<file path="config.mk">
export PLATFORM = sky130hd
export DESIGN_NAME = smbus_tx_drain
export DESIGN_NICKNAME = d
export VERILOG_FILES = /design/src/rtl/smbus_tx_drain.sv
export SDC_FILE = /design/constraint.sdc
export NUM_CORES = 1
export LEC_CHECK = 0
export ABC_AREA = 1
export BUFFER_PORTS_ARGS = -buffer_cell sky130_fd_sc_hd__buf_2
export CAP_MARGIN = 20
export CORE_MARGIN = 2
export CORE_UTILIZATION = 52
export CTS_BUF_LIST = sky130_fd_sc_hd__clkbuf_8
export CTS_CLUSTER_DIAMETER = 80
export CTS_CLUSTER_SIZE = 40
export DETAILED_ROUTE_END_ITERATION = 12
export GPL_TIMING_DRIVEN = 0
export PLACE_DENSITY = 0.87
export SLEW_MARGIN = 20
export SYNTH_ARGS = -nofsm -noshare
export SYNTH_HDL_FRONTEND = slang
export SYNTH_SLANG_ARGS = --single-unit
</file>
<file path="constraint.sdc">
create_clock -name clk -period 1.85 [get_ports clk]
set_input_delay 0.0925 -clock clk [delete_from_list [all_inputs] [get_ports clk]]
set_output_delay 0.0925 -clock clk [all_outputs]
set_load 0.005 [all_outputs]
</file>
<file path="src/rtl/smbus_tx_drain.sv">
// rtl/smbus_tx_drain.sv - SMBus controller write engine draining the TX byte FIFO onto open-drain SCL/SDA
module smbus_tx_drain #(
  parameter int CLK_DIV    = 125,
  parameter int DATA_WIDTH = 8,
  parameter int CNT_W      = 6
) (
  input  logic                  clk,
  input  logic                  rst,
  input  logic                  start,
  input  logic [6:0]            slave_addr,
  input  logic [CNT_W-1:0]      byte_count,
  input  logic [DATA_WIDTH-1:0] fifo_rd_data,
  input  logic                  fifo_empty,
  output logic                  fifo_rd_en,
  input  logic                  scl_in,
  input  logic                  sda_in,
  output logic                  scl_oe,
  output logic                  sda_oe,
  output logic                  busy,
  output logic                  done,
  output logic                  nack,
  output logic                  underrun
);
  localparam int DIV_W = (CLK_DIV > 1) ? $clog2(CLK_DIV) : 1;
  localparam logic [DIV_W-1:0] DIV_MAX = DIV_W'(CLK_DIV - 1);

  typedef enum logic [2:0] {IDLE, START, ADDR, DATA, ACK, STOP} state_t;
  state_t state, state_next;

  logic [DIV_W-1:0]      div;
  logic [1:0]            q;
  logic [DATA_WIDTH-1:0] shift;
  logic [2:0]            bit_cnt;
  logic [CNT_W-1:0]      remaining;
  logic                  scl_seen;
  logic                  ack_bit;
  logic                  in_cell;
  logic                  stretch;
  logic                  qtick;
  logic                  q_end;
  logic                  load;

  // q2 of any clocked quarter waits for the target to release SCL; the divider is frozen meanwhile
  assign in_cell = (state == ADDR) || (state == DATA) || (state == ACK) || (state == STOP);
  assign stretch = in_cell && (q == 2'd2) && !scl_seen && !scl_in;
  assign qtick   = (state != IDLE) && !stretch && (div == DIV_MAX);
  assign q_end   = qtick && (q == 2'd3);
  assign load    = (state == ACK) && q_end && !ack_bit && (remaining != '0) && !fifo_empty;

  always_ff @(posedge clk) begin
    if (rst) state <= IDLE;
    else     state <= state_next;
  end

  always_comb begin
    state_next = state;
    case (state)
      IDLE:        if (start) state_next = START;
      START:       if (qtick && (q == 2'd2)) state_next = ADDR;
      ADDR, DATA:  if (q_end && (bit_cnt == 3'd0)) state_next = ACK;
      ACK: begin
        if (q_end) begin
          if (ack_bit || (remaining == '0) || fifo_empty) state_next = STOP;
          else                                              state_next = DATA;
        end
      end
      STOP:        if (q_end) state_next = IDLE;
      default:     state_next = IDLE;
    endcase
  end

  always_comb begin
    scl_oe     = 1'b0;
    sda_oe     = 1'b0;
    fifo_rd_en = 1'b0;
    done       = 1'b0;
    busy       = (state != IDLE);
    case (state)
      START: begin
        sda_oe = (q != 2'd0);
        scl_oe = (q == 2'd2);
      end
      ADDR, DATA: begin
        scl_oe = (q == 2'd0) || (q == 2'd3);
        sda_oe = ~shift[DATA_WIDTH-1];
      end
      ACK: begin
        scl_oe     = (q == 2'd0) || (q == 2'd3);
        fifo_rd_en = load;
      end
      STOP: begin
        scl_oe = (q == 2'd0);
        sda_oe = !((q == 2'd3) || ((q == 2'd2) && scl_seen));
        done   = q_end;
      end
      default: ;
    endcase
  end

  always_ff @(posedge clk) begin
    if (rst) begin
      div       <= '0;
      q         <= 2'd0;
      shift     <= '0;
      bit_cnt   <= 3'd0;
      remaining <= '0;
      scl_seen  <= 1'b0;
      ack_bit   <= 1'b0;
      nack      <= 1'b0;
      underrun  <= 1'b0;
    end else begin
      if ((state == IDLE) || stretch || qtick) div <= '0;
      else                                     div <= div + 1'b1;

      if (qtick) q <= (state_next != state) ? 2'd0 : q + 2'd1;

      if (qtick)                                  scl_seen <= 1'b0;
      else if (in_cell && (q == 2'd2) && scl_in)  scl_seen <= 1'b1;

      if ((state == ACK) && (q == 2'd2) && scl_in && !scl_seen) ack_bit <= sda_in;

      if ((state == IDLE) && start) begin
        shift     <= {slave_addr, 1'b0};
        bit_cnt   <= 3'd7;
        remaining <= byte_count;
        nack      <= 1'b0;
        underrun  <= 1'b0;
      end else if (((state == ADDR) || (state == DATA)) && q_end) begin
        shift <= {shift[DATA_WIDTH-2:0], 1'b0};
        if (bit_cnt != 3'd0) bit_cnt <= bit_cnt - 3'd1;
      end else if ((state == ACK) && q_end) begin
        if (ack_bit) begin
          nack <= 1'b1;
        end else if (remaining != '0) begin
          if (fifo_empty) begin
            underrun <= 1'b1;
          end else begin
            shift     <= fifo_rd_data;
            remaining <= remaining - 1'b1;
            bit_cnt   <= 3'd7;
          end
        end
      end
    end
  end
endmodule

</file>
==> load_flow_metrics.sql <==
INSERT INTO impl_metrics (metric_group, metric, value, unit) VALUES
('job', 'max_cap_violations', '0', ''),
('route', 'routed_wirelength', '5300', 'microns'),
('hold_path', 'min_to', 'remaining[4]$_SDFFE_PP0P_', ''),
('setup_path', 'critPathKind', 'reg -> reg', ''),
('placed_design', 'detailed_place.area', '2190', 'sq um'),
('placed_design', 'port_buffers', '33', ''),
('logic_synthesis', 'synth_xor_xnor_area_share', '2.67', '%'),
('hold_path', 'hold_start', 'byte_count[4]', ''),
('logic_synthesis', 'synth.net_count', '303', ''),
('grt', 'total_routing_usage_gr', '24.7', '%'),
('grt', 'initial_antenna_violation_count', '0', ''),
('timing', 'worst_hold_slack', '63.4', 'ps'),
('route', 'ant_nets', '0', ''),
('timing', 'rsz0062_at_grt', 'true', ''),
('logic_synthesis', 'muxShareOfSynthArea', '0', '%'),
('clock_network', 'tritoncts_clock_tree', 'built', ''),
('logic_synthesis', 'synth_area', '1970', 'sq um'),
('logic_synthesis', 'synth.yosys.seq_area_share', '33.6', '%'),
('power_and_ir_drop', 'leakagePower', '1.09', 'nW'),
('grt', 'largest_net_degree_at_the_start_of_global_routing', '11', ''),
('timing', 'setup-violations-final', '1', ''),
('setup_path', 'worst_r2r_startpoint', 'div[1]$_SDFF_PP0_', ''),
('logic_synthesis', 'yosysWarningCount', '0', ''),
('placed_design', 'hpwl_after_detailed_placement', '3310', 'microns'),
('clock_network', 'ctsLongestPathBuffers', '2', ''),
('route', 'dr.first_iter.drc_count', '143', ''),
('die', 'rows', '22', ''),
('grt', 'grt.overflow.total', '0', ''),
('route', 'avgRoutedWirePerCell', '14.3', 'microns'),
('hold_path', 'hold_depth', '3', ''),
('layout', 'layout-drive-gt1-share', '36.0', '%'),
('setup_path', 'worst_path_maximum_fanout', '6', ''),
('timing', 'fin_worst_skew', '9.79', 'ps'),
('die', 'floorplan.initialDensity', '53.7', '%'),
('timing', 'relSlewSlack', '61.0', '%'),
('layout', 'most_used_cells_in_the_layout_excluding_fill_and_tap_cells', 'nand2_1, buf_2, inv_1', ''),
('outcome', 'result_of_the_run', 'finished with violations', ''),
('layout', 'mostFrequentLayoutCell', 'nand2_1', ''),
('setup_path', 'reg2reg_depth', '13', ''),
('setup_path', 'data_arrival_at_the_endpoint_of_the_critical_path', '2080', 'ps'),
('die', 'die-area', '4290', 'sq um'),
('timing', 'timing_max_transition_violations_final', '0', ''),
('clock_network', 'worst_skew_pair.late_latency', '290', 'ps'),
('route', 'vias_per_cell', '5.50', ''),
('timing', 'worstMarginPinSlew', '586', 'ps'),
('clock_network', 'number_of_cts_inserted_buffers', '5', ''),
('setup_path', 'ff2ff_setup_slack', '-9', 'ps'),
('logic_synthesis', 'synthesis.instances', '267', ''),
('layout', 'non_filler_instance_count_after_layout', '370', ''),
('timing', 'worst_slack', '-9.39', 'ps'),
('layout', 'syn_to_final_growth', '30.4', '%'),
('logic_synthesis', 'synth_top_family_by_area', 'simple AND/OR/NAND/NOR gates', ''),
('die', 'die_w', '65.5', 'microns'),
('route', 'vias', '2034', ''),
('logic_synthesis', 'syn_avg_cell_area', '7.36', 'sq um'),
('timing', 'final_period_minus_worst_setup_slack', '1860', 'ps'),
('hold_path', 'hold_path.class', 'in -> reg', ''),
('route', 'drc', '0', ''),
('power_and_ir_drop', 'power.density', '634', 'nW/um^2'),
('grt', 'first_global_vias', '1831', ''),
('outcome', 'violated_checks', 'negative setup slack', ''),
('layout', 'design_area', '2560', 'sq um'),
('logic_synthesis', 'yosys.area_share.adder', '5.73', '%'),
('clock_network', 'cts_root_buf', 'clkbuf_8', ''),
('clock_network', 'ctsHtreeMaxLevel', '2', ''),
('timing', 'hold_viol_final', '0', ''),
('layout', 'nets', '358', ''),
('power_and_ir_drop', 'peakVddDrop', '0.522', 'mV'),
('setup_path', 'regToRegEndpoint', 'q[0]$_SDFFE_PP0P_', ''),
('setup_path', 'crit_required', '2070', 'ps'),
('timing', 'finalCritPeriodShare', '101', '%');
sequential cells by signal (all words and copies together), names as in the netlist:
signal,cells
shift,8
q,2
nack,1
div,7
state,3
remaining,6
underrun,1
ack_bit,1
scl_seen,1
bit_cnt,3
critical path, stage by stage, from the launching register on:
cell and delay (ps):
dfxtp_2 340, inv_2 70, ha_4 140, nand3_4 80
nor2_4 140, buf_12 120, nand4_4 140, nand2_2 150
nand2_2 60, nor2_2 140, nand3_1 120, nand2_2 100
nand3_1 70, a21oi_1 130
cells in the mapped netlist:
cell type	number	area, sq um
o21ai_2	2	17.5
a41oi_1	2	17.5
xnor2_1	2	17.5
nor4_1	1	6.26
a21oi_2	2	17.5
nand3_2	2	20.0
ha_1	9	113
or2_2	1	6.26
nand2_1	43	161
inv_2	2	7.51
nor2_8	1	20.0
nor3_1	4	20.0
nand3_4	2	35.0
o211ai_1	2	15.0
buf_2	1	5.00
buf_6	2	22.5
nand4_4	1	21.3
nor2_1	26	97.6
nor3b_2	1	12.5
nand2_4	2	22.5
a22oi_1	1	7.51
clkinv_2	1	5.00
o21ai_0	15	75.1
clkbuf_1	2	7.51
a31oi_1	6	37.5
nand4_1	6	37.5
xor2_1	4	35.0
o21ai_1	6	30.0
nor2_4	4	45.0
nand3_1	23	115
dfxtp_1	33	661
nand2_2	4	25.0
inv_1	33	124
a21oi_1	21	105
worst max path at each step:
stage                                  from                   endpoint  slack, ps
after floorplan           q[0]$_SDFFE_PP0P_  remaining[0]$_SDFFE_PP0P_        140
after global placement    q[0]$_SDFFE_PP0P_      shift[7]$_SDFFE_PP0P_       -100
after detailed placement  q[0]$_SDFFE_PP0P_      shift[7]$_SDFFE_PP0P_       -130
after CTS                 div[1]$_SDFF_PP0_                 fifo_rd_en          6
after global routing      div[1]$_SDFF_PP0_          q[1]$_SDFFE_PP0P_       -110
final                     div[1]$_SDFF_PP0_          q[0]$_SDFFE_PP0P_         -9
what timing repair did:
| action | CTS | global route |
|---|---|---|
| cloned | 1 | 0 |
| endpoints found under the setup margin | 21 | 20 |
| gates resized for setup | 7 | 46 |
| pin swaps | 7 | 13 |
| setup buffers | 7 | 7 |
layout make-up:
class	count	area, sq um
Sequential cell	33	666
Inverter	36	143
Fill cell	281	1100
Timing Repair Buffer	48	315
Tap cell	48	60.1
Clock buffer	6	82.6
Multi-Input combinational cell	193	1260
Clock inverter	1	3.75
Buffer	5	35.0
kinds of logic after synthesis:
| logic type | after synthesis |
|---|---|
| and+or+nand+nor | 121 |
| DFF | 33 |
| adders and majority gates | 9 |
| AOI/OAI and AO/OA | 57 |
| buffers and inverters | 41 |
| xor gates and xnor gates | 6 |
per-layer routing:
metal | track usage [%] | share of wire (%)
met1 | 32.6 | 43
met2 | 40.9 | 49
met3 | 5.82 | 6.4
met4 | 5.99 | 2.0
met5 | 0 | 0
report_power, final:
| part | internal [W] | switching, W | leakage, nW |
|---|---|---|---|
| registers | 0.000745 | 0.0000280 | 0.272 |
| clock network | 0.000290 | 0.000269 | 0.0485 |
| logic | 0.000116 | 0.000177 | 0.770 |
through the flow:
stage	util [%]	setup WS (ps)	TNS, ps	power (W)
after floorplan	-	138	0	0.000960
after global placement	59.8	-101	-703	0.00103
after detailed placement	59.8	-134	-1330	0.00103
after CTS	64.4	5.80	0	0.00158
after global routing	70.0	-105	-1260	0.00170
final	70.0	-9.39	-9.39	0.00163
Note: power is estimated with default switching activity, not from simulation.
